**config.mk**
```make
export PLATFORM = sky130hd
export DESIGN_NAME = uart_rx
export DESIGN_NICKNAME = d
export VERILOG_FILES = /design/src/rtl/uart_pkg.sv /design/src/rtl/uart_sync.sv /design/src/rtl/uart_rx.sv
export SDC_FILE = /design/constraint.sdc
export NUM_CORES = 1
export LEC_CHECK = 0
export CORE_UTILIZATION = 59
export DETAILED_ROUTE_END_ITERATION = 10
export PLACE_DENSITY = 0.82
export SLEW_MARGIN = 40
export SYNTH_ARGS = -nofsm -noshare
export SYNTH_HDL_FRONTEND = slang
export SYNTH_SLANG_ARGS = --single-unit
```
**constraint.sdc**
```tcl
create_clock -name CLK -period 3.3 [get_ports CLK]
set_clock_uncertainty 0.1 [all_clocks]
set_input_delay 0.66 -clock CLK [delete_from_list [all_inputs] [get_ports CLK]]
set_output_delay 0.66 -clock CLK [all_outputs]
set_load 0.02 [all_outputs]
```
**src/rtl/uart_pkg.sv**
```systemverilog
// Shared UART definitions: FSM state encoding used by both the transmit and
// receive paths, default frame/timing parameters and a bit-timing helper.
package uart_pkg;

  typedef enum logic [2:0] {
    IDLE   = 3'd0,
    START  = 3'd1,
    DATA   = 3'd2,
    PARITY = 3'd3,
    STOP   = 3'd4
  } uart_state_e;

  localparam int DEFAULT_DATA_WIDTH   = 8;
  localparam int DEFAULT_CLKS_PER_BIT = 87;

  // Clock cycles per serial bit for a given system clock and baud rate.
  function automatic int clks_per_bit(input int f_clk, input int baud);
    return f_clk / baud;
  endfunction

endpackage

```
**src/rtl/uart_sync.sv**
```systemverilog
// N-stage synchronizer for an asynchronous single-bit input. STAGES must be
// at least 2. All flops take RST_VAL on reset so an idle-high line does not
// look active while the chain refills.
module uart_sync #(
  parameter int   STAGES  = 2,
  parameter logic RST_VAL = 1'b1
) (
  input  logic i_clk,
  input  logic i_rst,
  input  logic i_d,
  output logic o_q
);

  logic [STAGES-1:0] r_sync;

  // Shift the asynchronous input through the flop chain.
  always_ff @(posedge i_clk) begin
    if (i_rst) r_sync <= {STAGES{RST_VAL}};
    else       r_sync <= {r_sync[STAGES-2:0], i_d};
  end

  assign o_q = r_sync[STAGES-1];

endmodule

```
**src/rtl/uart_rx.sv**
```systemverilog
// UART receiver: start bit, DATA_WIDTH data bits LSB-first, optional even
// parity bit (compile with UART_RX_PARITY_EN), one stop bit. Bits are sampled
// mid-bit and delivered through a valid/ready holding register, with
// framing-error, overrun and parity-error pulses.
module uart_rx
  import uart_pkg::*;
#(
  parameter int DATA_WIDTH   = DEFAULT_DATA_WIDTH,
  parameter int CLKS_PER_BIT = DEFAULT_CLKS_PER_BIT
) (
  input  logic                  CLK,
  input  logic                  RST,
  input  logic                  SERIAL_RX,
  output logic [DATA_WIDTH-1:0] DOUT,
  output logic                  DOUT_VALID,
  input  logic                  DOUT_READY,
  output logic                  FRAME_ERR,
  output logic                  OVERRUN,
  output logic                  PARITY_ERR,
  output logic                  BUSY
);

  localparam int SYNC_STAGES = 2;
  localparam int CW = $clog2(CLKS_PER_BIT);
  localparam int IW = $clog2(DATA_WIDTH);
  localparam logic [CW-1:0] CNT_BIT  = CW'(CLKS_PER_BIT - 1);
  localparam logic [CW-1:0] CNT_HALF = CW'((CLKS_PER_BIT - 1) / 2);
  localparam logic [IW-1:0] IDX_LAST = IW'(DATA_WIDTH - 1);

  logic                  w_rx_s;
  logic                  r_rx_q;
  logic [SYNC_STAGES:0]  r_live;
  uart_state_e           r_state;
  uart_state_e           w_next;
  logic [CW-1:0]         r_cnt;
  logic [IW-1:0]         r_idx;
  logic [DATA_WIDTH-1:0] r_shift;
  logic [DATA_WIDTH-1:0] r_dout;
  logic                  r_valid;
  logic                  r_ferr;
  logic                  r_ovr;
  logic                  w_fall;
  logic                  w_cnt_bit;
  logic                  w_cnt_half;
  logic                  w_stop_smp;
  logic                  w_par_bad;

`ifdef UART_RX_PARITY_EN
  logic r_par;
  logic r_perr;
  assign w_par_bad  = ^{r_shift, r_par};
  assign PARITY_ERR = r_perr;
`else
  assign w_par_bad  = 1'b0;
  assign PARITY_ERR = 1'b0;
`endif

  uart_sync #(.STAGES(SYNC_STAGES), .RST_VAL(1'b1)) u_sync (
    .i_clk (CLK),
    .i_rst (RST),
    .i_d   (SERIAL_RX),
    .o_q   (w_rx_s)
  );

  // Delayed copy of the synchronized line for edge detection, plus a fill
  // marker: the reset value 1 in the synchronizer would otherwise make a line
  // held low out of reset look like a falling edge.
  always_ff @(posedge CLK) begin
    if (RST) begin
      r_rx_q <= 1'b1;
      r_live <= '0;
    end else begin
      r_rx_q <= w_rx_s;
      r_live <= {r_live[SYNC_STAGES-1:0], 1'b1};
    end
  end

  assign w_fall     = r_live[SYNC_STAGES] & r_rx_q & ~w_rx_s;
  assign w_cnt_bit  = (r_cnt == CNT_BIT);
  assign w_cnt_half = (r_cnt == CNT_HALF);
  assign w_stop_smp = (r_state == STOP) && w_cnt_bit;

  // FSM state register.
  always_ff @(posedge CLK) begin
    if (RST) r_state <= IDLE;
    else     r_state <= w_next;
  end

  // FSM next-state logic.
  always_comb begin
    w_next = r_state;
    case (r_state)
      IDLE:   if (w_fall) w_next = START;
      START:  if (w_cnt_half) w_next = w_rx_s ? IDLE : DATA;
      DATA: begin
        if (w_cnt_bit && (r_idx == IDX_LAST)) begin
`ifdef UART_RX_PARITY_EN
          w_next = PARITY;
`else
          w_next = STOP;
`endif
        end
      end
`ifdef UART_RX_PARITY_EN
      PARITY: if (w_cnt_bit) w_next = STOP;
`endif
      STOP:   if (w_cnt_bit) w_next = IDLE;
      default: w_next = IDLE;
    endcase
  end

  // FSM outputs.
  always_comb begin
    BUSY = (r_state != IDLE);
  end

  // Bit timing, bit index and sample capture.
  always_ff @(posedge CLK) begin
    if (RST) begin
      r_cnt <= '0;
      r_idx <= '0;
    end else begin
      case (r_state)
        START: begin
          if (w_cnt_half) begin
            r_cnt <= '0;
            r_idx <= '0;
          end else begin
            r_cnt <= r_cnt + 1'b1;
          end
        end
        DATA: begin
          if (w_cnt_bit) begin
            r_cnt          <= '0;
            r_shift[r_idx] <= w_rx_s;
            if (r_idx != IDX_LAST) r_idx <= r_idx + 1'b1;
          end else begin
            r_cnt <= r_cnt + 1'b1;
          end
        end
`ifdef UART_RX_PARITY_EN
        PARITY: begin
          if (w_cnt_bit) begin
            r_cnt <= '0;
            r_par <= w_rx_s;
          end else begin
            r_cnt <= r_cnt + 1'b1;
          end
        end
`endif
        STOP: begin
          if (w_cnt_bit) r_cnt <= '0;
          else           r_cnt <= r_cnt + 1'b1;
        end
        default: r_cnt <= '0;
      endcase
    end
  end

  // Holding register and error pulses; a faulty frame is dropped before the
  // overrun decision so it can never report an overrun.
  always_ff @(posedge CLK) begin
    if (RST) begin
      r_dout  <= '0;
      r_valid <= 1'b0;
      r_ferr  <= 1'b0;
      r_ovr   <= 1'b0;
`ifdef UART_RX_PARITY_EN
      r_perr  <= 1'b0;
`endif
    end else begin
      r_ferr <= 1'b0;
      r_ovr  <= 1'b0;
`ifdef UART_RX_PARITY_EN
      r_perr <= 1'b0;
`endif
      if (r_valid && DOUT_READY) r_valid <= 1'b0;
      if (w_stop_smp) begin
        if (!w_rx_s || w_par_bad) begin
          r_ferr <= ~w_rx_s;
`ifdef UART_RX_PARITY_EN
          r_perr <= w_par_bad;
`endif
        end else if (!r_valid || DOUT_READY) begin
          r_dout  <= r_shift;
          r_valid <= 1'b1;
        end else begin
          r_ovr <= 1'b1;
        end
      end
    end
  end

  assign DOUT       = r_dout;
  assign DOUT_VALID = r_valid;
  assign FRAME_ERR  = r_ferr;
  assign OVERRUN    = r_ovr;

endmodule

```
* Word level (Yosys, flattened, before mapping)
Cells that the tools add are included.
Word-level totals: output and inout port bits 13, input port bits 4, logic and storage cells 72, register bits after elaboration 38
Operators by class: $lt $le $gt $ge 2, bitwise gates (word level) 5, multiplexer cells 22, add/subtract/negate cells 2, equal/unequal tests 13, reductions and logical operators 16
Operator list (count):
- $mux W3 | 7
- $mux W7 | 2
- $pmux W7 S2 | 1
- $ne A2 B2 Y1 const B | 6
- $pmux W3 S4 | 1
- $bwmux W8 | 1
- $reduce_and A4 Y1 | 2
- $add A7 B1 Y7 const B | 1
- $eq A7 B6 Y1 const B | 1
- $eq A7 B7 Y1 const B | 1
- $mux W1 | 7
- $eq A3 B3 Y1 const B | 2
- $pmux W3 S2 | 1
- $reduce_and A3 Y1 | 2
- $reduce_or A3 Y1 | 2
- $logic_and A1 B1 Y1 | 4
- $lt A3 B4 Y1 const B | 1
- $add A3 B1 Y3 const B | 1
- $demux W1 S3 | 1
- $eq A3 B1 Y1 const B | 1
- $eq A3 B2 Y1 const B | 1
- $ge A3 B1 Y1 const B | 1
- $logic_not A3 Y1 | 1
- $ne A3 B3 Y1 const B | 1
- other kinds (8) | 11

* Longest topological paths before layout
depth after elaboration 5, depth in mapped cells 7, depth with buffers taken out 6

* By module
A second synthesis with hierarchy kept.
Second synthesis, totals: cell total of the unflattened synthesis 159, area total of the unflattened synthesis 1637.8 µm²
By module, submodules not included:
- uart_rx | times used 1, cells each 155, sequential area each 800.8 µm², area an instance 1585.3 µm²
- uart_sync | times used 1, cells each 4, sequential area each 40.0 µm², area an instance 52.6 µm²

* Worst setup path before layout
OpenSTA, ideal clock, no wires.
path kind input to register, from input port RST, to register r_shift[0] (enable), setup time 0.313 ns, data required time 2.887 ns, data arrival time 1.460 ns, path buffers 0, stages 4, setup slack 1.428 ns, cells stage by stage nand2b_2 nor3_1 nand4b_1 nor3_1
Between the ends: longest elaborated chain between the ends 2
RTL lines:
- start, declared | line uart_rx.sv:12 | input logic RST,
- $not A1 Y1 (no source line)
- $reduce_and A3 Y1 (no source line)
- end signal, assigned by index | line uart_rx.sv:135 | r_shift[r_idx] <= w_rx_s;
- end, declared | line uart_rx.sv:37 | logic [DATA_WIDTH-1:0] r_shift;
Every way passes these cells. A chain may end at the register's enable or synchronous reset.

* Worst setup path after layout
from register r_state[2], to output port BUSY
Between the ends: longest elaborated chain between the ends 1
RTL lines:
- start, declared | line uart_rx.sv:33 | uart_state_e r_state;
- start signal, assigned | line uart_rx.sv:86 | else r_state <= w_next;
- $reduce_bool A3 Y1 | line uart_rx.sv:114 | BUSY = (r_state != IDLE);
- end, declared | line uart_rx.sv:20 | output logic BUSY
Every way passes these cells.

==> impl_results.md <==
- Detailed Routing Iterations Pass 1: 5
- Dominant cell type by area after synthesis: dfxtp_1
- Post-route clock period utilization: 75.55%
- Post-synth cell types: between 40 and 50
- FP Rows: 18
- Largest cells by area after synthesis: dfxtp_1 (36%), edfxtp_1 (14%), mux2i_1 (7.2%)
- I/O Buffers: 15
- Hold_ws: ~0.34 ns
- Antenna Nets Post-Route: 0
- Post-cts sizing count: 0
- Routed wire length: 2.691 mm
- Seq. cell area: between 800 and 900 sq um
- Hold Vio Cnt, Final: 0
- Inserted Diodes: 0
- Startpoint types: flip-flop
- Crit Path Category: reg -> out
- Htree depth: 2
- CP cell instances: or3_1 > clkdlybuf4s50_1
- WP data required: 2.54 ns
- Initial DRC count: 30
- Slowest CP cell: clkdlybuf4s50_1
- Peak supply drop: between 0.0004 and 0.0005 V
- Nets: 180
- Min-delay worst type: reg -> reg
- Max Clk Rate: 401.1 MHz
- CP Max Fanout: 11
- Top cells by instance count after synthesis: dfxtp_1 (30), nand2_1 (23), nor2_1 (16)
- Synth Area in Compound Gates: roughly 4.3%
- Placed Instance Area: approximately 0.0018 sq mm
- Count leader, synth: dfxtp_1
- R2r startpoint: r_state[2]
- Final min period: 2.493 ns
- Yosys warns: 0
- Pwr dens: around 400 mW/mm^2
- Post-route insts no fill: 203
- Gpl congestion: about 0.87
- Cell count after placement: 195
- Worst-path clk slew: approximately 0.11 ns
- Detailed-route DRC error count: 0
- Crit. End Element: output pin
- Max Cap Viol: 0
- Via-to-Cell Ratio: ~5.5
- Main synth FF type: dfxtp_1
- Cells after Synth: around 160
- Leak: roughly 0.64 nW
- Fin Setup TNS: 0 ns
- Die width: about 55 um
- Die area: between 0.003 and 0.004 sq mm
- Crit path launch: r_state[2]
- Largest net degree at the start of global routing: 21
- Area of the multi-input gates: approximately 760 sq um
- Syn_area_per_cell: 10.54 sq um
- Synth Area in Simple Gates: 27.33%
- First-pass GRT wire length: roughly 4.8 mm
- CP peak stage delay: between 0.5 and 0.6 ns
- Post-synth net total: approximately 170
- Outcome: finished clean
- EDFF count, synth: 8
- Fin area: between 0.0015 and 0.002 sq mm
- Sequential fraction of the synthesis area: ~50%
- Area fraction of the dominant cell type after synthesis: roughly 36%
- Number of global-route vias before repair: 1,106
- Io pins: 17
- CTS Buf Count: 5
- Slew Viols, Final: 0
- Hold path startpoint: u_sync.r_sync[0]
- Crit path max-delay family: buffers and inverters
- Post-CTS Hold Fix Bufs: 0
- Core ar.: approximately 0.0026 sq mm
- WP buf/inv: 1
- Mapped Area: 0.001675 sq mm
- Fillers: between 150 and 200
- CTS sink count: 38
- XOR/XNOR share of the synthesized area: under 10%
- Worst skew pair latency: between 0.3 and 0.4 ns
- Detailed placer's ending HPWL: 1.876 mm
- Worst Tran Pin Value: ~0.57 ns
- Largest family of logic cells by synthesized area: simple AND/OR/NAND/NOR gates
- Root buffer cell: clkbuf_4
- Post-CTS Setup Bufs: 0
- Tot Pwr: 0.7463 mW
- Die Height: between 50 and 60 um
- Slew HR: about 62%
- GR Overflow Total: 0
- Overall Global Routing Usage: 19.86%
- TritonCTS clock tree: built
- Layout cell share with drive strength beyond 1: between 10% and 20%
- Yosys reg bits: 38
- Final Setup Violations: 0
- Ys async rst share: 0%
- Area growth, synth to finish: 10.90%
- Avg WL per Cell: about 13 um
- Post-synthesis adder-cell area fraction: 2.987%
- Initial antenna violation count: 0
- Via count of the routed design: 1,121
- CTS max path bufs: 2
- CP Data Arrival Time: between 1.5 and 2 ns
- RSZ-0062 raised after global routing: no
- Mux contribution to synthesized area: under 10%
- Starting Density: 64.69%
## kinds of logic (layout without fill, tap and decap cells)
logic type      Yosys count  after routing
xor+xnor                  5              5
buf+inv                  11             25
flops                    38             38
fa+ha+maj                 4              4
mux                      13             13
simple gates             79             79
other cells               1              1
compound gates            8              8
## report_power, final
part           switching (mW)  total (mW)  internal, mW
registers             0.00293       0.479         0.476
clock network           0.147       0.251         0.103
logic                 0.00906      0.0162       0.00719
total                   0.159       0.746         0.587
## layer usage
layer	routed length (um)	vias up	track usage (%)
li1	-	564	-
met1	1223	531	23.94
met2	1341	22	34.08
met3	104	4	6.323
met4	22	0	5.357
met5	0	-	0
## path summary, 6_finish.rpt
check,end,slack (ns),cells past startpoint
worst min-delay path,u_sync.r_sync[1],0.34,1
worst max register to register,DOUT[5],1.29,4
worst max-delay path,BUSY,0.81,2
worst min register to register,u_sync.r_sync[1],0.34,1
## registers in the layout, indices dropped and copies added, names as in the netlist
name           cells
DOUT               8
DOUT_VALID         1
FRAME_ERR          1
OVERRUN            1
r_cnt              7
r_idx              3
r_live             3
r_rx_q             1
r_shift            8
r_state            3
u_sync.r_sync      2
## final cells by class
class                           count  area share, %
Sequential cell                    38          45.25
Multi-Input combinational cell    110          41.01
Timing Repair Buffer               15          8.081
Clock buffer                        7          2.963
Tap cell                           30          2.020
Inverter                            2         0.4040
Clock inverter                      1         0.2694
## cell usage in the layout, fill, tap and decap left out, types with 3 or more instances in the layout
cell type        Yosys  final
dfxtp_1             30     30
nand2_1             23     23
nor2_1              16     16
clkdlybuf4s50_1      0     15
mux2i_1             12     12
edfxtp_1             8      8
nor3_1               6      6
nand3_1              5      5
clkbuf_4             0      5
nand2b_1             4      4
ha_1                 4      4
or2_2                3      3
nor2b_1              3      3
xor2_1               3      3
## metrics by stage
step           setup WS (ns)  util, %
2_1_floorplan          1.428        -
6_report              0.8068    71.74
3_5_place_dp          0.5477    69.42
4_1_cts               0.8030    71.74
3_3_place_gp          0.6318    69.42
5_1_grt               0.7303    71.74
(Power assumes the default switching activity.)
